File: config.mk
export PLATFORM = sky130hd
export DESIGN_NAME = systolic_ctrl
export DESIGN_NICKNAME = d
export VERILOG_FILES = /design/src/rtl/systolic_pkg.sv /design/src/rtl/phase_cnt.sv /design/src/rtl/systolic_ctrl.sv
export SDC_FILE = /design/constraint.sdc
export NUM_CORES = 1
export LEC_CHECK = 0
export CAP_MARGIN = 20
export CORE_UTILIZATION = 55
export DETAILED_ROUTE_END_ITERATION = 6
export GPL_TIMING_DRIVEN = 0
export PLACE_DENSITY = 0.73
export SLEW_MARGIN = 25
export SYNTH_ARGS = -nofsm -noshare
export SYNTH_HDL_FRONTEND = slang
export SYNTH_HIERARCHICAL = 1
export SYNTH_SLANG_ARGS = --single-unit
File: constraint.sdc
create_clock -name clk -period 10.8 [get_ports clk]
set_clock_uncertainty 0.05 [all_clocks]
set_input_delay 2.16 -clock clk [delete_from_list [all_inputs] [get_ports clk]]
set_output_delay 2.16 -clock clk [all_outputs]
set_load 0.02 [all_outputs]
File: src/rtl/systolic_pkg.sv
// Shared op codes, FSM state encoding and dataflow mode constants for the systolic controller.
package systolic_pkg;

    // Broadcast PE operation codes
    localparam logic [2:0] OP_W_LOAD   = 3'b001;
    localparam logic [2:0] OP_W_FLOW   = 3'b000;
    localparam logic [2:0] OP_OS_FLOW  = 3'b100;
    localparam logic [2:0] OP_OS_DRAIN = 3'b110;

    // Dataflow modes
    localparam logic MODE_WS = 1'b0;
    localparam logic MODE_OS = 1'b1;

    typedef enum logic [2:0] {
        IDLE,
        WLOAD,
        WFLOW,
        OS_CLR,
        OS_FLOW,
        OS_DRAIN,
        DONE
    } state_t;

endpackage

File: src/rtl/phase_cnt.sv
// Loadable phase up-counter with terminal-count compare against a per-phase limit.
module phase_cnt #(
    parameter int unsigned W = 17
) (
    input  logic         clk,
    input  logic         reset,
    input  logic         clr,
    input  logic         en,
    input  logic [W-1:0] term,
    output logic [W-1:0] count,
    output logic [W-1:0] count_nxt_c,
    output logic         tc_c
);

    // Next count: reload to zero on phase entry, otherwise advance when enabled
    always_comb begin
        count_nxt_c = count;
        if (clr) begin
            count_nxt_c = '0;
        end else if (en) begin
            count_nxt_c = count + W'(1);
        end
    end

    // Count register
    always_ff @(posedge clk or posedge reset) begin
        if (reset) begin
            count <= '0;
        end else begin
            count <= count_nxt_c;
        end
    end

    assign tc_c = (count == term);

endmodule

File: src/rtl/systolic_ctrl.sv
// Job sequencer for a ROWS x COLS systolic array: weight-stationary or output-stationary flow.
module systolic_ctrl
    import systolic_pkg::*;
#(
    parameter int unsigned ROWS      = 4,
    parameter int unsigned COLS      = 4,
    parameter int unsigned CNT_WIDTH = 16
) (
    input  logic                 clk,
    input  logic                 reset,
    input  logic                 start,
    input  logic                 mode,
    input  logic [CNT_WIDTH-1:0] k_len,
    input  logic                 abort,
    output logic [2:0]           operation_signal_out,
    output logic                 acc_clear,
    output logic                 wgt_rd_en,
    output logic                 act_rd_en,
    output logic                 out_wr_en,
    output logic                 busy,
    output logic                 done
);

    // One extra bit so k_len+ROWS+COLS cannot wrap
    localparam int unsigned CW = CNT_WIDTH + 1;

    state_t               state, state_nxt;
    logic                 mode_q, mode_nxt;
    logic [CNT_WIDTH-1:0] k_q, k_nxt;
    logic [CW-1:0]        k_ext, k_ext_nxt;
    logic [CW-1:0]        term, cnt, cnt_nxt;
    logic                 tc;

    logic [2:0]           op_d;
    logic                 clr_d, wgt_d, act_d, out_d, busy_d, done_d;

    assign k_ext     = CW'(k_q);
    assign k_ext_nxt = CW'(k_nxt);

    // Terminal count (phase length - 1) for the current state
    always_comb begin
        term = '0;
        case (state)
            WLOAD:    term = CW'(ROWS - 1);
            WFLOW:    term = k_ext + CW'(ROWS + COLS - 2);
            OS_FLOW:  term = k_ext + CW'(ROWS + COLS - 3);
            OS_DRAIN: term = CW'(ROWS - 1);
            default:  term = '0;
        endcase
    end

    phase_cnt #(
        .W (CW)
    ) u_phase_cnt (
        .clk         (clk),
        .reset       (reset),
        .clr         (state_nxt != state),
        .en          (state_nxt != IDLE),
        .term        (term),
        .count       (cnt),
        .count_nxt_c (cnt_nxt),
        .tc_c        (tc)
    );

    // Next state and job latch; abort from any busy state wins over every other move
    always_comb begin
        state_nxt = state;
        mode_nxt  = mode_q;
        k_nxt     = k_q;
        case (state)
            IDLE: begin
                if (start) begin
                    mode_nxt = mode;
                    k_nxt    = k_len;
                    if (k_len == '0) begin
                        state_nxt = DONE;
                    end else if (mode == MODE_OS) begin
                        state_nxt = OS_CLR;
                    end else begin
                        state_nxt = WLOAD;
                    end
                end
            end
            WLOAD:    if (tc) state_nxt = WFLOW;
            WFLOW:    if (tc) state_nxt = DONE;
            OS_CLR:   if (tc) state_nxt = OS_FLOW;
            OS_FLOW:  if (tc) state_nxt = OS_DRAIN;
            OS_DRAIN: if (tc) state_nxt = DONE;
            DONE:     state_nxt = IDLE;
            default:  state_nxt = IDLE;
        endcase
        if (abort && (state != IDLE)) begin
            state_nxt = IDLE;
        end
    end

    // Moore decode of the upcoming state/phase count, so outputs register alongside state
    always_comb begin
        op_d   = OP_W_FLOW;
        clr_d  = 1'b0;
        wgt_d  = 1'b0;
        act_d  = 1'b0;
        out_d  = 1'b0;
        busy_d = 1'b0;
        done_d = 1'b0;
        case (state_nxt)
            WLOAD: begin
                op_d   = OP_W_LOAD;
                wgt_d  = 1'b1;
                busy_d = 1'b1;
            end
            WFLOW: begin
                busy_d = 1'b1;
                act_d  = (cnt_nxt < k_ext_nxt);
                out_d  = (cnt_nxt >= CW'(ROWS + COLS - 1));
            end
            OS_CLR: begin
                op_d   = OP_OS_FLOW;
                clr_d  = 1'b1;
                busy_d = 1'b1;
            end
            OS_FLOW: begin
                op_d   = OP_OS_FLOW;
                busy_d = 1'b1;
                act_d  = (cnt_nxt < k_ext_nxt);
                wgt_d  = (cnt_nxt < k_ext_nxt);
            end
            OS_DRAIN: begin
                op_d   = OP_OS_DRAIN;
                out_d  = 1'b1;
                busy_d = 1'b1;
            end
            DONE: begin
                busy_d = 1'b1;
                done_d = 1'b1;
            end
            default: ;
        endcase
    end

    // State, job latch and registered outputs
    always_ff @(posedge clk or posedge reset) begin
        if (reset) begin
            state                <= IDLE;
            mode_q               <= MODE_WS;
            k_q                  <= '0;
            operation_signal_out <= 3'b000;
            acc_clear            <= 1'b0;
            wgt_rd_en            <= 1'b0;
            act_rd_en            <= 1'b0;
            out_wr_en            <= 1'b0;
            busy                 <= 1'b0;
            done                 <= 1'b0;
        end else begin
            state                <= state_nxt;
            mode_q               <= mode_nxt;
            k_q                  <= k_nxt;
            operation_signal_out <= op_d;
            acc_clear            <= clr_d;
            wgt_rd_en            <= wgt_d;
            act_rd_en            <= act_d;
            out_wr_en            <= out_d;
            busy                 <= busy_d;
            done                 <= done_d;
        end
    end

endmodule

==> out/qor.log, run 1 <==
qor: power.p_per_area 242 nW/µm²
qor: critical_path.end_kind register
qor: timing.finalHoldViolCount 0
qor: routing.final_antenna_net_count 0
qor: critical_path.required 10.97 ns
qor: critical_path.timing_worst_setup_path_type reg -> reg
qor: worst_hold_path.worst_hold_path_type reg -> reg
qor: critical_path.crit_buf_inv 4
qor: synth.synthDominantAreaCellType dfrtp_1
qor: timing.setup-violations-final 0
qor: floorplanning.initial_utilization 0.577
qor: clocking.cts.hold.buffers_added 0
qor: timing.setup_total_negative_slack 0 ns
qor: critical_path.reg2regPathDepth 28
qor: routing.drt_iter0_markers 293
qor: clocking.post_cts.repair.setup_buffers 0
qor: routing.avgViaCountPerCell 6.37
qor: critical_path.worst-path-stages 28
qor: synth.post_synth_instance_area 3450 µm²
qor: place.io_buffers 29
qor: clocking.tritoncts.num_buffers 5
qor: critical_path.worst-path-max-fanout 10
qor: routing.post-route-drc-count 0
qor: grt.track_usage 0.310
qor: run.cap_viol_max_count 0
qor: floorplanning.floorplan.die.width 81.3 µm
qor: grt.pin_count_of_the_biggest_net_entering_global_routing 29
qor: clocking.clk-insertion-delay-late 0.30 ns
qor: cells_and_area.syn_to_final_growth 14.2%
qor: routing.via_count_of_the_routed_design 3243
qor: routing.dr.pass1.iters 6
qor: synth.synth-edff-count 0
qor: power.peakVddDrop 0.000133 V
qor: clocking.clk_root_buffer_cell clkbuf_8
qor: synth.syn-num-nets 437
qor: critical_path.cp_slowest_cell nor4_2
qor: critical_path.cpPeakStageDelay 0.54 ns
qor: floorplanning.floorplan.rows 28
qor: synth.synth_sequential_area_ratio 0.326
qor: routing.routed_wire_length_per_instance 18.6 µm
qor: run_status.status finished clean
qor: timing.slew_headroom 0.531
qor: synth.postSynthAreaPerCell 8.70 µm²
qor: clocking.tritoncts done
qor: floorplanning.die_height 81.3 µm
qor: floorplanning.die_area 6600 µm²
qor: synth.asyncSetResetFlopFracSynth 1.00
qor: grt.grt_first_pass_wirelength 15000 µm
qor: grt.grt_util_met1 0.456
qor: synth.synth.area.top_cells dfrtp_1 (33%), ha_1 (6.9%), xor2_1 (4.8%)
qor: floorplanning.number_of_i_o_pins 30
qor: grt.grt.busiest_layer met2
qor: place.gp_congestion 0.914
qor: worst_hold_path.hold_path_depth 2
qor: critical_path.timing.critical_path.max_delay_family simple AND/OR/NAND/NOR gates
qor: cells_and_area.post_route_cells_drive_above_1_share 0.0853
qor: timing.layout_setup_ws 3.79 ns
qor: timing.layout_min_cycle_time 7.01 ns
qor: cells_and_area.final_nets 473
qor: clocking.clock_tree.buffer_depth 2
qor: cells_and_area.antenna_cells_inserted 0
qor: power.power_leakage 0.00176 µW
qor: timing.min_period_over_period 0.649
qor: routing.totalWireLength 9450 µm
qor: grt.grt_antenna_before_repair 0
qor: synth.synth_flop_cell dfrtp_1
qor: timing.tightest_slew 0.698 ns
qor: grt.grt_overflow_total 0
qor: timing.setup_repair_after_global_routing_missed_its_margin no
qor: place.pre_cts_slack 3.65 ns
qor: timing.slew_viol_final 0
qor: grt.use_met2 0.486
qor: grt.use_met3 0.0360
qor: floorplanning.core_region_area 5990 µm²
qor: synth.syn-instance-count 397
qor: place.dp_hpwl 7470 µm
qor: timing.maxClockFrequency 143 MHz
qor: clocking.cts-resized-gates 0
qor: clocking.cts.sinks 45
qor: critical_path.worstSetupStartpointType register
qor: synth.synthesis.yosys.warnings 6
qor: clocking.cts.htree.levels 2
qor: critical_path.timing.critical_path.arrival 7.18 ns
qor: clocking.clkSlewWorstSetupHoldPaths 0.08 ns
qor: synth.post-synth-top-area-fraction 0.326
qor: synth.synth.distinct_cells 65
qor: synth.synth.ff_latch_count 45
qor: grt.first_global_vias 2914
[logic make-up (layout without fill, tap and decap cells)]
logic type      count (synthesis)  in the layout  share of synthesized area
buf+inv                        47             84                     0.0656
simple gates                  147            147                      0.233
compound gates                 95             95                      0.191
xor+xnor                       32             32                     0.0811
mux                            12             12                     0.0351
flops                          45             45                      0.326
fa+ha+maj                      19             19                     0.0688
[state kept, by name, indices dropped and copies added (netlist names), 3 cells and up]
register              count
k_q                      16
state                     3
operation_signal_out      3
u_phase_cnt/count        17
[worst reg2reg max path: cells and delay by family, from the launching register on]
family | cells | cell delay (ns)
AOI/OAI and AO/OA | 9 | 2.12
xor gates and xnor gates | 1 | 0.18
adders and majority gates | 2 | 0.52
buffers and inverters | 4 | 0.70
DFF | 1 | 0.33
and+or+nand+nor | 12 | 3.07
[power by group]
part	total (µW)	switching [µW]	internal, µW
clock network	115	57.2	57.9
registers	267	51.0	216
logic	574	357	217
[metrics by stage]
| step | cells | area, µm² | hold WS (ns) | util | power, µW |
|---|---|---|---|---|---|
| CTS | 509 | 3940 | 0.544 | 0.658 | 945 |
| floorplan | 397 | 3450 | 0.461 | - | 667 |
| global placement | 501 | 3840 | 0.525 | 0.641 | 811 |
| detailed placement | 501 | 3840 | 0.525 | 0.641 | 827 |
| global route | 509 | 3950 | 0.581 | 0.659 | 1020 |
| finish | 509 | 3950 | 0.560 | 0.659 | 956 |
[final timing paths]
path	from	to	slack, ns
max	k_q[2]$_DFF_PP0_	act_rd_en$_DFF_PP0_	3.79
min reg2reg	k_q[15]$_DFF_PP0_	k_q[15]$_DFF_PP0_	0.56
min in group asynchronous	reset	k_q[5]$_DFF_PP0_	2.22
max reg2reg	k_q[2]$_DFF_PP0_	act_rd_en$_DFF_PP0_	3.79
min	k_q[15]$_DFF_PP0_	k_q[15]$_DFF_PP0_	0.56
max in group asynchronous	reset	u_phase_cnt/count[5]$_DFF_PP0_	8.02
[area by class of cell]
| class | instances | area [µm²] |
|---|---|---|
| Timing Repair Buffer | 29 | 290 |
| Clock buffer | 7 | 96.3 |
| Multi-Input combinational cell | 305 | 2110 |
| Sequential cell | 45 | 1130 |
| Fill cell | 498 | 2040 |
| Buffer | 17 | 111 |
| Tap cell | 75 | 93.8 |
| Clock inverter | 1 | 5.00 |
| Inverter | 30 | 115 |
[cells in the mapped netlist (2+ instances only)]
cell,n
nor2_1,40
a21oi_1,31
mux2i_1,11
nor3_1,9
ha_1,19
a21o_1,4
buf_4,2
buf_6,5
a211oi_1,2
o2111a_1,2
o221ai_1,3
nand3b_1,3
clkbuf_1,8
and3_1,5
o22ai_1,7
a22o_1,4
a31oi_1,11
o31ai_1,3
a211oi_2,2
or3_1,6
o21ai_0,11
inv_1,28
xnor2_1,13
nor2b_1,2
nand2_1,26
nand3_1,9
nor4_1,13
dfrtp_1,45
o21a_1,2
a221oi_1,3
or2_2,2
nand4_1,14
xor2_1,19
buf_2,2
[layout by cell type (no fill, tap or decap), types with 3 or more instances in the layout]
master / instances
nand2_1: 26
buf_6: 5
inv_1: 27
o22ai_1: 7
a21oi_1: 31
a22o_1: 4
xor2_1: 19
clkdlybuf4s50_1: 29
o31ai_1: 3
a21o_1: 4
nand4_1: 14
clkbuf_8: 7
nand3b_1: 3
o21ai_0: 11
mux2i_1: 11
clkbuf_1: 8
xnor2_1: 13
nand3_1: 9
a31oi_1: 11
a221oi_1: 3
o221ai_1: 3
nor2_1: 40
nor4_1: 12
or3_1: 6
ha_1: 19
and3_1: 5
dfrtp_1: 45
nor3_1: 9
[layer usage]
layer	routed length [µm]	up-vias
met3	511	24
met1	4320	1566
met4	187	0
li1	-	1522
met5	0	-
met2	4430	131
(Power assumes the default switching activity.)
==> inputs of run 2 (changes only) <==
CORE_UTILIZATION = 53   (was 55)
PLACE_DENSITY = 0.74   (was 0.73)
clock period = 5.7 ns   (was 10.8 ns; I/O delays follow)
==> run 2 against run 1 <==
Compared with the run above: the flow now finishes with violations (DRC); final area grew 23%; count of clock-buffer cells in the layout unchanged; worst hold slack got worse by 0.049 ns; largest cell class unchanged.
==> out/qor.log, run 2 (synthesized netlist as in run 1, its figures left out) <==
qor: floorplanning.die_height 82.7 µm [was 81.3 µm]
qor: power.peakVddDrop 0.000415 V [was 0.000133 V]
qor: clocking.cts.sinks 45 [unchanged]
qor: critical_path.timing.critical_path.arrival 5.86 ns [was 7.18 ns]
qor: cells_and_area.biggestRegsByFlops u_phase_cnt/count: 17 flops, k_q: 16 flops [unchanged]
qor: run_status.violated_checks DRC
qor: clocking.tritoncts done [unchanged]
qor: cells_and_area.layout_fillers 387 [was 498]
qor: run_status.status finished with violations [was finished clean]
qor: run.cap_viol_max_count 0 [unchanged]
qor: power.power 2400 µW [was 956 µW]
qor: clocking.clkSlewWorstSetupHoldPaths 0.09 ns [was 0.08 ns]
qor: critical_path.required 5.87 ns [was 10.97 ns]
qor: power.p_per_area 492 nW/µm² [was 242 nW/µm²]
qor: floorplanning.floorplan.die.width 82.7 µm [was 81.3 µm]
qor: routing.routed_wire_length_per_instance 21.7 µm [was 18.6 µm]
qor: clocking.clock_tree.buffer_depth 2 [unchanged]
qor: routing.final_antenna_net_count 0 [unchanged]
qor: timing.tightest_slew 0.665 ns [was 0.698 ns]
qor: routing.dr.pass1.iters 7 [was 6]
qor: grt.grt_first_pass_wirelength 16800 µm [was 15000 µm]
qor: floorplanning.initial_utilization 0.547 [was 0.577]
qor: critical_path.timing_worst_setup_path_type reg -> reg [unchanged]
qor: timing.layout_setup_ws 0.00340 ns [was 3.79 ns]
qor: critical_path.critPathLaunch k_q[8]$_DFF_PP0_ [was k_q[2]$_DFF_PP0_]
qor: cells_and_area.finalNonFillerCells 571 [was 509]
qor: floorplanning.core_region_area 6310 µm² [was 5990 µm²]
qor: critical_path.worst-path-max-fanout 10 [unchanged]
qor: routing.post-route-drc-count 19 [was 0]
qor: cells_and_area.layout_common_cells buf_4 (56), dfrtp_1 (34), nor2_1 (31) [was dfrtp_1 (45), nor2_1 (40), a21oi_1 (31)]
qor: timing.worst_hold_slack 0.512 ns [was 0.560 ns]
qor: grt.grt_overflow_total 0 [unchanged]
qor: cells_and_area.largest_register u_phase_cnt/count [unchanged]
qor: timing.min_period_over_period 0.999 [was 0.649]
qor: clocking.cts.htree.levels 2 [unchanged]
qor: critical_path.worstSetupStartpointType register [unchanged]
qor: grt.track_usage 0.335 [was 0.310]
qor: floorplanning.floorplan.rows 29 [was 28]
qor: cells_and_area.final_nets 533 [was 473]
qor: routing.totalWireLength 12400 µm [was 9450 µm]
qor: timing.layout_min_cycle_time 5.70 ns [was 7.01 ns]
qor: routing.avgViaCountPerCell 6.70 [was 6.37]
qor: critical_path.crit-reg2reg-launch k_q[8]$_DFF_PP0_ [was k_q[2]$_DFF_PP0_]
qor: place.pre_cts_slack -1.11 ns [was 3.65 ns]
qor: timing.slew_viol_final 0 [unchanged]
qor: floorplanning.number_of_i_o_pins 30 [unchanged]
qor: grt.first_global_vias 3327 [was 2914]
qor: place.gp_congestion 0.977 [was 0.914]
qor: timing.slew_headroom 0.556 [was 0.531]
qor: grt.grt_antenna_before_repair 0 [unchanged]
qor: floorplanning.die_area 6850 µm² [was 6600 µm²]
qor: place.io_buffers 29 [unchanged]
qor: cells_and_area.syn_to_final_growth 41.0% [was 14.2%]
qor: routing.drt_iter0_markers 503 [was 293]
qor: timing.finalHoldViolCount 0 [unchanged]
qor: timing.setup-violations-final 0 [unchanged]
qor: cells_and_area.layout_commonest_cell buf_4 [was dfrtp_1]
qor: clocking.cts.hold.buffers_added 0 [unchanged]
qor: place.dp_hpwl 7360 µm [was 7470 µm]
qor: routing.via_count_of_the_routed_design 3828 [was 3243]
qor: power.power_leakage 0.00212 µW [was 0.00176 µW]
qor: cells_and_area.post_route_cells_drive_above_1_share 0.346 [was 0.0853]
qor: clocking.clk-insertion-delay-late 0.30 ns [about the same]
qor: worst_hold_path.hold_start k_q[6]$_DFF_PP0_ [was k_q[15]$_DFF_PP0_]
qor: critical_path.end_kind register [unchanged]
qor: worst_hold_path.worst_hold_path_type reg -> reg [unchanged]
qor: clocking.tritoncts.num_buffers 5 [unchanged]
qor: cells_and_area.largest_reg_flops 17 [unchanged]
qor: place.place.detailed.instances 503 [was 501]
qor: grt.pin_count_of_the_biggest_net_entering_global_routing 29 [unchanged]
qor: clocking.clk_root_buffer_cell clkbuf_8 [unchanged]
qor: cells_and_area.antenna_cells_inserted 0 [unchanged]
qor: timing.maxClockFrequency 176 MHz [was 143 MHz]
-- run 2: changes by cell type in the layout (fill, tap and decap cells not counted), moves of 5 or more --
cell | previous run | this run
buf_4 | 2 | 56
buf_6 | 5 | 16
dfrtp_1 | 45 | 34
dfrtp_2 | 0 | 11
a21oi_1 | 31 | 21
nor2_1 | 40 | 31
a21oi_2 | 0 | 7
clkbuf_1 | 8 | 1
ha_1 | 19 | 12
ha_4 | 0 | 6
nor2_2 | 0 | 5
-- run 2: power breakdown --
group	switching (µW)	total, µW	internal (µW)	leakage, µW
clock	116	226	110	0.0000542
sequential	132	548	416	0.000572
combinational	905	1620	718	0.00149
total	1150	2400	1240	0.00212
-- run 2: metal layers --
layer	part of all wire	vias to the layer above	GRT usage
met5	0	-	0
met4	0.052	0	0.152
met3	0.095	82	0.0714
met2	0.46	270	0.528
met1	0.39	1837	0.439
li1	-	1639	-
-- run 2: worst paths after layout --
kind / to / slack (ns) / cells after the start
worst max-delay path: act_rd_en$_DFF_PP0_ / 0.003 / 25
min in group asynchronous: k_q[6]$_DFF_PP0_ / 1.22 / 2
worst min-delay path: k_q[6]$_DFF_PP0_ / 0.51 / 2
worst max register to register: act_rd_en$_DFF_PP0_ / 0.003 / 25
max in group asynchronous: state[2]$_DFF_PP0_ / 3.91 / 2
worst min register to register: k_q[6]$_DFF_PP0_ / 0.51 / 2
-- run 2: timing repair --
item / in CTS / in global routing
gates cloned: 1 / 0
endpoints found under the setup margin: 4 / 5
pin swaps: 33 / 25
resized for setup: 53 / 52
buffers inserted: 51 / 16
-- run 2: per-stage QoR --
step	area (µm²)	setup TNS, ns	utilization
2_1_floorplan	3460	0	-
3_3_place_gp	3850	-2.39	0.609
6_report	4870	0	0.772
3_5_place_dp	3850	-2.65	0.609
4_1_cts	4530	-0.0236	0.718
5_1_grt	4870	-0.489	0.772
-- run 2: cell type report --
cell class | instances | area, µm² | share of cell area
clock buffer | 7 | 96.3 | 0.0198
buffer | 11 | 103 | 0.0211
multi-input combinational | 305 | 2480 | 0.509
tap | 77 | 96.3 | 0.0198
clock inverter | 1 | 5.00 | 0.00103
timing repair buffer | 95 | 836 | 0.172
inverter | 30 | 115 | 0.0236
sequential | 45 | 1140 | 0.234
-- run 2: worst max-delay path, cell delays in order (launching register included) --
cell and delay, ns:
dfrtp_2 0.48, and3_1 0.31, and4_1 0.33, a21oi_1 0.12, o21ai_1 0.26, o21ai_4 0.12
xor2_1 0.18, nor4_2 0.30, nand3_2 0.16, nor4_4 0.16, buf_4 0.19, nor4bb_4 0.22
a211oi_2 0.08, a2bb2oi_4 0.18, inv_2 0.10, or3_4 0.20, nand4_4 0.13, or3_4 0.37
o31ai_1 0.52, a21oi_4 0.14, ha_4 0.18, nor3_1 0.17, o21ai_0 0.13, o22ai_2 0.21
nand4_1 0.15, a211oi_2 0.18
